File: src/rtl/spi_pkg.sv
// Shared definitions for the slot-1 SPI master: FSM states, register
// offsets and CTRL/STATUS bit positions.
package spi_pkg;

  typedef enum logic [1:0] {
    IDLE,
    DELAY,
    HA,
    HB
  } spi_state_e;

  localparam logic [4:0] SPI_RX   = 5'd0;
  localparam logic [4:0] SPI_CTRL = 5'd1;
  localparam logic [4:0] SPI_SS   = 5'd2;
  localparam logic [4:0] SPI_TX   = 5'd3;

  localparam int CTRL_CPOL_BIT    = 16;
  localparam int CTRL_CPHA_BIT    = 17;
  localparam int STATUS_READY_BIT = 8;

endpackage

File: src/rtl/spi_core.sv
// Single-byte SPI master engine: half-period divider, MSB-first shift
// registers and the IDLE/DELAY/HA/HB sequencer with registered sclk/mosi.
module spi_core
  import spi_pkg::*;
#(
  parameter int DVSR_W = 16
) (
  input  logic              clk,
  input  logic              reset,
  input  logic              start,
  input  logic [7:0]        din,
  input  logic [DVSR_W-1:0] dvsr,
  input  logic              cpol,
  input  logic              cpha,
  input  logic              miso,
  output logic [7:0]        dout,
  output logic              ready,
  output logic              done_tick,
  output logic              sclk,
  output logic              mosi
);

  spi_state_e        state_q;
  logic [DVSR_W-1:0] cnt_q;
  logic [DVSR_W-1:0] dvsr_q;
  logic              cpol_q;
  logic              cpha_q;
  logic [2:0]        bit_q;
  logic [7:0]        tx_q;
  logic [7:0]        rx_q;
  logic              sclk_q;
  logic              mosi_q;
  logic              half_end;

  assign half_end = (cnt_q == dvsr_q);

  // NOTE: all state here is sequential, so every assignment uses <= to let
  // each register see the pre-edge values of the others.
  always_ff @(posedge clk or negedge reset) begin
    if (!reset) begin
      state_q <= IDLE;
      cnt_q   <= '0;
      dvsr_q  <= '0;
      cpol_q  <= 1'b0;
      cpha_q  <= 1'b0;
      bit_q   <= '0;
      tx_q    <= '0;
      rx_q    <= '0;
      sclk_q  <= 1'b0;
      mosi_q  <= 1'b0;
    end else begin
      if (state_q != IDLE) begin
        cnt_q <= half_end ? '0 : cnt_q + 1'b1;
      end
      case (state_q)
        IDLE: begin
          sclk_q <= cpol;
          if (start) begin
            // Timing parameters are frozen for the whole byte.
            dvsr_q  <= dvsr;
            cpol_q  <= cpol;
            cpha_q  <= cpha;
            tx_q    <= din;
            mosi_q  <= din[7];
            cnt_q   <= '0;
            bit_q   <= '0;
            state_q <= cpha ? DELAY : HA;
          end
        end
        DELAY: begin
          if (half_end) begin
            sclk_q  <= cpol_q ^ cpha_q;
            state_q <= HA;
          end
        end
        HA: begin
          if (half_end) begin
            rx_q    <= {rx_q[6:0], miso};
            sclk_q  <= cpol_q ^ ~cpha_q;
            state_q <= HB;
          end
        end
        HB: begin
          if (half_end) begin
            if (bit_q == 3'd7) begin
              sclk_q  <= cpol_q;
              state_q <= IDLE;
            end else begin
              bit_q   <= bit_q + 1'b1;
              tx_q    <= tx_q << 1;
              mosi_q  <= tx_q[6];
              sclk_q  <= cpol_q ^ cpha_q;
              state_q <= HA;
            end
          end
        end
        default: state_q <= IDLE;
      endcase
    end
  end

  assign ready     = (state_q == IDLE);
  assign done_tick = (state_q == HB) && half_end && (bit_q == 3'd7);
  assign dout      = rx_q;
  assign sclk      = sclk_q;
  assign mosi      = mosi_q;

endmodule

File: src/rtl/spi_top.sv
// I/O slot wrapper for the SPI master: register decode, CTRL/SS/RX
// registers and the combinational read mux.
module spi_top
  import spi_pkg::*;
#(
  parameter int DVSR_W = 16
) (
  input  logic        clk,
  input  logic        reset,
  input  logic        cs,
  input  logic        read,
  input  logic        write,
  input  logic [4:0]  addr,
  input  logic [31:0] wr_data,
  output logic [31:0] rd_data,
  input  logic        miso,
  output logic        sclk,
  output logic        mosi,
  output logic        ss_n
);

  logic [DVSR_W-1:0] dvsr_q;
  logic              cpol_q;
  logic              cpha_q;
  logic              ss_n_q;
  logic [7:0]        rx_byte_q;
  logic              wr_en;
  logic              start;
  logic              ready;
  logic              done_tick;
  logic [7:0]        core_dout;
  logic              unused_bits;

  assign wr_en = cs & write;
  // Full 5-bit compare so aliases such as addr 9 never hit a register.
  assign start = wr_en && (addr == SPI_TX);

  // Reads are side-effect free and the upper write-data bits carry nothing.
  assign unused_bits = ^{read, wr_data[31:CTRL_CPHA_BIT+1]};

  always_ff @(posedge clk or negedge reset) begin
    if (!reset) begin
      dvsr_q    <= '0;
      cpol_q    <= 1'b0;
      cpha_q    <= 1'b0;
      ss_n_q    <= 1'b1;
      rx_byte_q <= '0;
    end else begin
      if (wr_en && (addr == SPI_CTRL)) begin
        dvsr_q <= wr_data[DVSR_W-1:0];
        cpol_q <= wr_data[CTRL_CPOL_BIT];
        cpha_q <= wr_data[CTRL_CPHA_BIT];
      end
      if (wr_en && (addr == SPI_SS)) begin
        ss_n_q <= wr_data[0];
      end
      if (done_tick) begin
        rx_byte_q <= core_dout;
      end
    end
  end

  // NOTE: default first so no path through this block leaves rd_data unassigned.
  always_comb begin
    rd_data = '0;
    if (addr == SPI_RX) begin
      rd_data[7:0]              = rx_byte_q;
      rd_data[STATUS_READY_BIT] = ready;
    end
  end

  spi_core #(
    .DVSR_W(DVSR_W)
  ) u_core (
    .clk      (clk),
    .reset    (reset),
    .start    (start),
    .din      (wr_data[7:0]),
    .dvsr     (dvsr_q),
    .cpol     (cpol_q),
    .cpha     (cpha_q),
    .miso     (miso),
    .dout     (core_dout),
    .ready    (ready),
    .done_tick(done_tick),
    .sclk     (sclk),
    .mosi     (mosi)
  );

  assign ss_n = ss_n_q;

endmodule
File: config.mk
export PLATFORM = sky130hd
export DESIGN_NAME = spi_top
export DESIGN_NICKNAME = d
export VERILOG_FILES = /design/src/rtl/spi_pkg.sv /design/src/rtl/spi_core.sv /design/src/rtl/spi_top.sv
export SDC_FILE = /design/constraint.sdc
export NUM_CORES = 1
export LEC_CHECK = 0
export ABC_CLOCK_PERIOD_IN_PS = 3200
export CAP_MARGIN = 20
export CORE_MARGIN = 2
export CORE_UTILIZATION = 52
export CTS_CLUSTER_SIZE = 8
export DETAILED_ROUTE_END_ITERATION = 7
export GPL_ROUTABILITY_DRIVEN = 1
export PLACE_DENSITY = 0.84
export SYNTH_ARGS = -nofsm -noshare
export SYNTH_HDL_FRONTEND = slang
export SYNTH_HIERARCHICAL = 1
export SYNTH_SLANG_ARGS = --single-unit
File: constraint.sdc
create_clock -name clk -period 3.2 [get_ports clk]
set_input_delay 0.32 -clock clk [delete_from_list [all_inputs] [get_ports clk]]
set_output_delay 0.32 -clock clk [all_outputs]
set_load 0.01 [all_outputs]
==> results.json, run 1 <==
{
  "outcome": "complete, no violations",
  "setup_viol": 0,
  "vias_per_cell": 5.29,
  "yosys-mux-area-fraction": 0.123,
  "grt_max_degree": 84,
  "syn_to_final_growth_pct": 14.5,
  "wl_per_cell_um": 14.4,
  "cp_slowest_cell": "clkdlybuf4s50_1",
  "antenna_found_initial": 0,
  "core_area_um2": 7770,
  "synth_top_area_frac": 0.488,
  "crit_type": "primary input to output port",
  "cts_sinks": 83,
  "slowest_delay_ps": 550,
  "numPortBuffers": 39,
  "die_x_um": 94.0,
  "clock_latency_ps": 360,
  "start_kind": "primary input",
  "synth_compound_area_frac": 0.0707,
  "dp_slack_ps": 699,
  "rsz0062_at_grt": "no",
  "cts_buffers": 9,
  "yosysUniqueCellTypes": 50,
  "cap_violations": 0,
  "synthesis.area_um2": 4210,
  "die_area_um2": 8830,
  "cts-root-buf": "clkbuf_8",
  "rows": 32,
  "critPathLaunch": "addr[4]",
  "drive_gt1_frac": 0.161,
  "cpMostUsedCell": "clkdlybuf4s50_1",
  "cp_top_family": "buffers and inverters",
  "n_antenna_cell": 0,
  "finClkSkew_ps": 11.2,
  "final_cell_mix": "dfrtp_1 (82), nand2_1 (78), clkdlybuf4s50_1 (38)",
  "timing.final.ws_setup_ps": 729,
  "min_path_type": "primary input to async pin",
  "tightest_slew_ps": 691,
  "synthAdderAreaFrac": 0.00892,
  "final_nets": 477,
  "peakVddDrop_v": 0.000532,
  "r2r-end": "rx_byte_q[5]",
  "reg2reg_slack_ps": 870,
  "dieHeight_um": 94.0,
  "via_count": 2847,
  "r2r_start": "u_core/cnt_q[10]",
  "ys_ff_latch": 83,
  "cp.buffers_inverters": 3,
  "place.gp.congestion": 0.774,
  "yosysWarnings": 6,
  "clockBufferDepth": 2,
  "setup_tns_ps": 0,
  "power_density_nw_per_um2": 726,
  "placed_cell_area_um2": 4570,
  "synth_area_leaders": "dfrtp_1 (49%), mux2_2 (7.2%), nand2_1 (7.0%)",
  "synth_top_family_by_area": "simple AND/OR/NAND/NOR gates",
  "final_common_cell": "dfrtp_1",
  "start_util": 0.542,
  "synth-simple-area-share": 0.176,
  "final_area_um2": 4820,
  "gr-total-overflow": 0,
  "crit_chain": "clkdlybuf4s50_1 > or3_4 > nor3_1 > buf_4 > and2_1 > clkdlybuf4s50_1",
  "fillers": 600,
  "synth_area_per_cell_um2": 10.8,
  "yosys.area.top_type": "dfrtp_1",
  "slew_violations": 0,
  "rr_worst_depth": 5,
  "io_pins": 78,
  "leakagePower_nw": 2.20,
  "hold_viol": 0,
  "drtAntennaViolNets": 0,
  "period_needed_ps": 2470,
  "synthXorXnorAreaFrac": 0.0538,
  "ff_latch_area_um2": 2080,
  "cts_tree": "yes",
  "fmax_ghz": 0.405,
  "multi_input_area_um2": 1900,
  "worst_hold_slack_ps": 313,
  "crit_path_end_kind": "output port",
  "drc": 0,
  "worstPathRequired_ps": 2880,
  "grt_pass1_vias": 2841,
  "path_max_fanout": 9,
  "min_period_over_period": 0.772,
  "drt-total-wl_um": 7740,
  "yosysSeqAreaShare": 0.494,
  "path_clk_slew_ps": 80,
  "drtPass1Iterations": 5,
  "drt_iter0_markers": 201,
  "relSlewSlack": 0.536,
  "arrival_ps": 2150,
  "dp.final_hpwl_um": 5430,
  "ctsHtreeMaxLevel": 3,
  "grt_usage": 0.192,
  "synthCells": 390,
  "grt_first_pass_wirelength_um": 13300
}
-- state kept, by name, summed over array words and instances (netlist names), 2 cells and up --
register	cells
dvsr_q	16
rx_byte_q	8
u_core/dvsr_q	16
u_core/tx_q	7
u_core/cnt_q	16
u_core/dout	8
u_core/state_q	2
u_core/bit_q	3
-- cell families (layout without fill, tap and decap cells) --
family | after synthesis | in the layout
xor gates and xnor gates | 25 | 25
muxes | 43 | 43
AOI/OAI and AO/OA | 45 | 45
other | 1 | 23
and+or+nand+nor | 146 | 146
buffers and inverters | 44 | 68
adders and majority gates | 3 | 3
DFF | 83 | 83
-- worst reg2reg max path, delay by kind of cell (launching register included) --
| family | cells | cell delay [ps] |
|---|---|---|
| and+or+nand+nor | 3 | 1150 |
| DFF | 1 | 440 |
| muxes | 1 | 400 |
| xor gates and xnor gates | 1 | 250 |
-- stage by stage --
stage / power [mW] / cells / util
floorplan: 2.47 / 412 / -
global placement: 2.61 / 519 / 0.587
detailed placement: 2.68 / 520 / 0.588
CTS: 3.50 / 536 / 0.616
global route: 3.71 / 538 / 0.621
finish: 3.50 / 538 / 0.621
-- cell usage after synthesis (all sizes together) --
cell / instances
a22oi: 7
o211ai: 4
mux2: 35
o21ai: 17
a22o: 7
o21a: 1
ha: 3
nand3: 3
nor2b: 10
buf: 33
nor3: 6
or3: 3
nand2: 78
o31ai: 3
nor2: 13
conb: 1
clkbuf: 7
nor3b: 1
dfrtp: 82
or2: 1
mux2i: 7
inv: 3
and4: 1
xnor2: 25
and2: 11
nor4: 3
or4: 3
a221oi: 1
and3b: 1
nor4b: 1
nand4: 7
a211oi: 1
nand2b: 1
dlygate4sd1: 1
and3: 3
a21oi: 2
mux4: 1
o22ai: 2
dfstp: 1
-- layer usage --
layer	wire (um)	GRT usage	up-vias
met5	0	0	-
met1	3320	0.247	1387
met4	97	0.0761	0
met2	4010	0.321	74
li1	-	-	1377
met3	315	0.0385	9
-- cell type report --
| class | count | share of cell area |
|---|---|---|
| Tap cell | 102 | 0.0265 |
| Clock inverter | 6 | 0.0184 |
| Timing Repair Buffer | 49 | 0.100 |
| Sequential cell | 83 | 0.431 |
| Multi-Input combinational cell | 285 | 0.395 |
| Inverter | 3 | 0.00234 |
| Clock buffer | 10 | 0.0265 |
-- power by group --
part / total [mW] / switching, mW / internal (mW)
clock: 0.817 / 0.376 / 0.441
combinational: 1.16 / 0.611 / 0.548
sequential: 1.52 / 0.260 / 1.26
-- worst max path at each step --
| stage | end | slack, ps | depth (start not counted) |
|---|---|---|---|
| after detailed placement | u_core/tx_q[6] | 700 | 8 |
| after CTS | rd_data[0] | 710 | 6 |
| after global routing | rd_data[0] | 610 | 6 |
| after floorplan | rx_byte_q[0] | 950 | 8 |
| final | rd_data[0] | 730 | 6 |
| after global placement | rd_data[6] | 740 | 6 |
-- what timing repair did --
action                                  in CTS  in global routing
hold buffers                                 0                  1
gates resized for setup                      0                  0
endpoints found under the hold margin        0                  6
buffers inserted                             0                  0
endpoints found under the setup margin       0                  0
Power figures use the tool's default switching activity.
==> run 2, diff against run 1 <==
--- a/config.mk
+++ b/config.mk
@@ -5,7 +5,7 @@
 export SDC_FILE = /design/constraint.sdc
 export NUM_CORES = 1
 export LEC_CHECK = 0
-export ABC_CLOCK_PERIOD_IN_PS = 3200
+export ABC_CLOCK_PERIOD_IN_PS = 2300
 export CAP_MARGIN = 20
 export CORE_MARGIN = 2
 export CORE_UTILIZATION = 52
==> constraint.sdc (replaced) <==
create_clock -name clk -period 2.3 [get_ports clk]
set_input_delay 0.23 -clock clk [delete_from_list [all_inputs] [get_ports clk]]
set_output_delay 0.23 -clock clk [all_outputs]
set_load 0.01 [all_outputs]
==> run 2 against run 1 <==
Cell area rose by 1.7%. Non-clock buffer count grew 8. Hold slack better by 41 ps. Global-route usage is essentially flat. Clock-buffer cell count grew 1. Die area unchanged. Combinational power rose by 41%. Critical path type unchanged. Critical endpoint is now rd_data[8]. Largest cell class unchanged. Highest routed layer unchanged.
==> results.json, run 2 (same netlist as run 1, synthesis figures left out) <==
{
  "place.gp.congestion": 0.804,
  "crit_type": "primary input to output port",
  "n_antenna_cell": 0,
  "critPathLaunch": "addr[4]",
  "clockBufferDepth": 2,
  "io_pins": 78,
  "crit_chain": "clkdlybuf4s50_1 > or3_4 > nor3_2 > buf_4 > and2_1 > clkdlybuf4s50_1",
  "drt-total-wl_um": 7740,
  "place_inst": 529,
  "peakVddDrop_v": 0.000631,
  "gr-total-overflow": 0,
  "die_x_um": 94.0,
  "syn_to_final_growth_pct": 16.5,
  "utilization": 0.631,
  "finClkSkew_ps": 7.75,
  "cts_sinks": 83,
  "worstPathRequired_ps": 2070,
  "leakagePower_nw": 2.32,
  "cpMostUsedCell": "clkdlybuf4s50_1",
  "cap_violations": 0,
  "dieHeight_um": 94.0,
  "setup.worst_path.end": "rd_data[8]",
  "fmax_ghz": 0.450,
  "arrival_ps": 1990,
  "drc": 0,
  "drtPass1Iterations": 4,
  "reg2reg_slack_ps": 140,
  "power_density_nw_per_um2": 1000,
  "worst_hold_slack_ps": 355,
  "path_max_fanout": 9,
  "r2r_start": "u_core/cnt_q[10]",
  "start_util": 0.542,
  "rr_worst_depth": 5,
  "r2r-end": "rx_byte_q[6]",
  "cts_buffers": 9,
  "final_cell_mix": "dfrtp_1 (82), nand2_1 (78), clkdlybuf4s50_1 (34)",
  "vias_per_cell": 5.26,
  "outcome": "complete, no violations",
  "cts_setup_buffers": 0,
  "cts-root-buf": "clkbuf_8",
  "final_common_cell": "dfrtp_1",
  "die_area_um2": 8830,
  "numPortBuffers": 39,
  "antenna_found_initial": 0,
  "rsz0062_at_grt": "no",
  "hold_viol": 0,
  "crit_path_end_kind": "output port",
  "drive_gt1_frac": 0.180,
  "drt_iter0_markers": 127,
  "grt_first_pass_wirelength_um": 13200,
  "min_path_type": "primary input to async pin",
  "dp.final_hpwl_um": 5660,
  "final_nets": 485,
  "wl_per_cell_um": 14.2,
  "slew_violations": 0,
  "grt_usage": 0.193,
  "ctsHtreeMaxLevel": 3,
  "grt_pass1_vias": 2882,
  "core_area_um2": 7770,
  "clock_latency_ps": 350,
  "min_period_over_period": 0.967,
  "cp_slowest_cell": "clkdlybuf4s50_1",
  "cts_tree": "yes",
  "reg_top3": "dvsr_q: 16 flops, u_core/cnt_q: 16 flops, u_core/dvsr_q: 16 flops",
  "via_count": 2873,
  "rows": 32,
  "slowest_delay_ps": 530,
  "start_kind": "primary input",
  "power_mw": 4.91,
  "path_clk_slew_ps": 80,
  "setup_viol": 0,
  "grt_max_degree": 36,
  "instances_no_fill": 546,
  "period_needed_ps": 2220,
  "drtAntennaViolNets": 0
}
==> run 2: worst min path at each step <==
stage | from | slack [ps] | to
finish | reset | 350 | dvsr_q[7]
global route | reset | 380 | dvsr_q[10]
CTS | reset | 350 | dvsr_q[7]
detailed placement | reset | 200 | dvsr_q[7]
global placement | reset | 190 | dvsr_q[10]
floorplan | reset | -70 | cpha_q
==> run 2: critical path, delay by kind of cell <==
family / cells / cell delay (ps)
buffers and inverters: 3 / 1100
AND/OR/NAND/NOR: 3 / 660
==> run 2: area by class of cell <==
type,instances,area [um2]
Clock buffer,11,141
Clock inverter,5,85.1
Fill cell,590,2870
Inverter,3,11.3
Multi-Input combinational cell,285,1910
Sequential cell,83,2080
Tap cell,102,128
Timing Repair Buffer,57,548
==> run 2: through the flow <==
stage	worst slack [ps]	cell area (um2)	TNS [ps]
finish	75.4	4900	0
global placement	80.1	4650	0
detailed placement	-14.6	4650	-81.5
floorplan	51.1	4290	0
global route	3.70	4900	0
CTS	26.9	4890	0
==> run 2: report_power, final <==
part	switching (mW)	internal [mW]
Clock	0.510	0.647
Combinational	0.851	0.793
Sequential	0.353	1.76
Total	1.71	3.20
==> run 2: layer usage <==
| metal | track usage | vias up | part of all wire |
|---|---|---|---|
| met5 | 0 | - | 0 |
| met4 | 0.0785 | 0 | 0.015 |
| met3 | 0.0313 | 10 | 0.043 |
| met2 | 0.332 | 84 | 0.52 |
| met1 | 0.242 | 1398 | 0.43 |
| li1 | - | 1381 | - |
==> run 2: repair_timing <==
item	CTS	global route
gates resized for setup	1	5
hold buffers	1	0
setup endpoints to repair	9	12
pin swaps	0	0
hold endpoints to repair	32	0
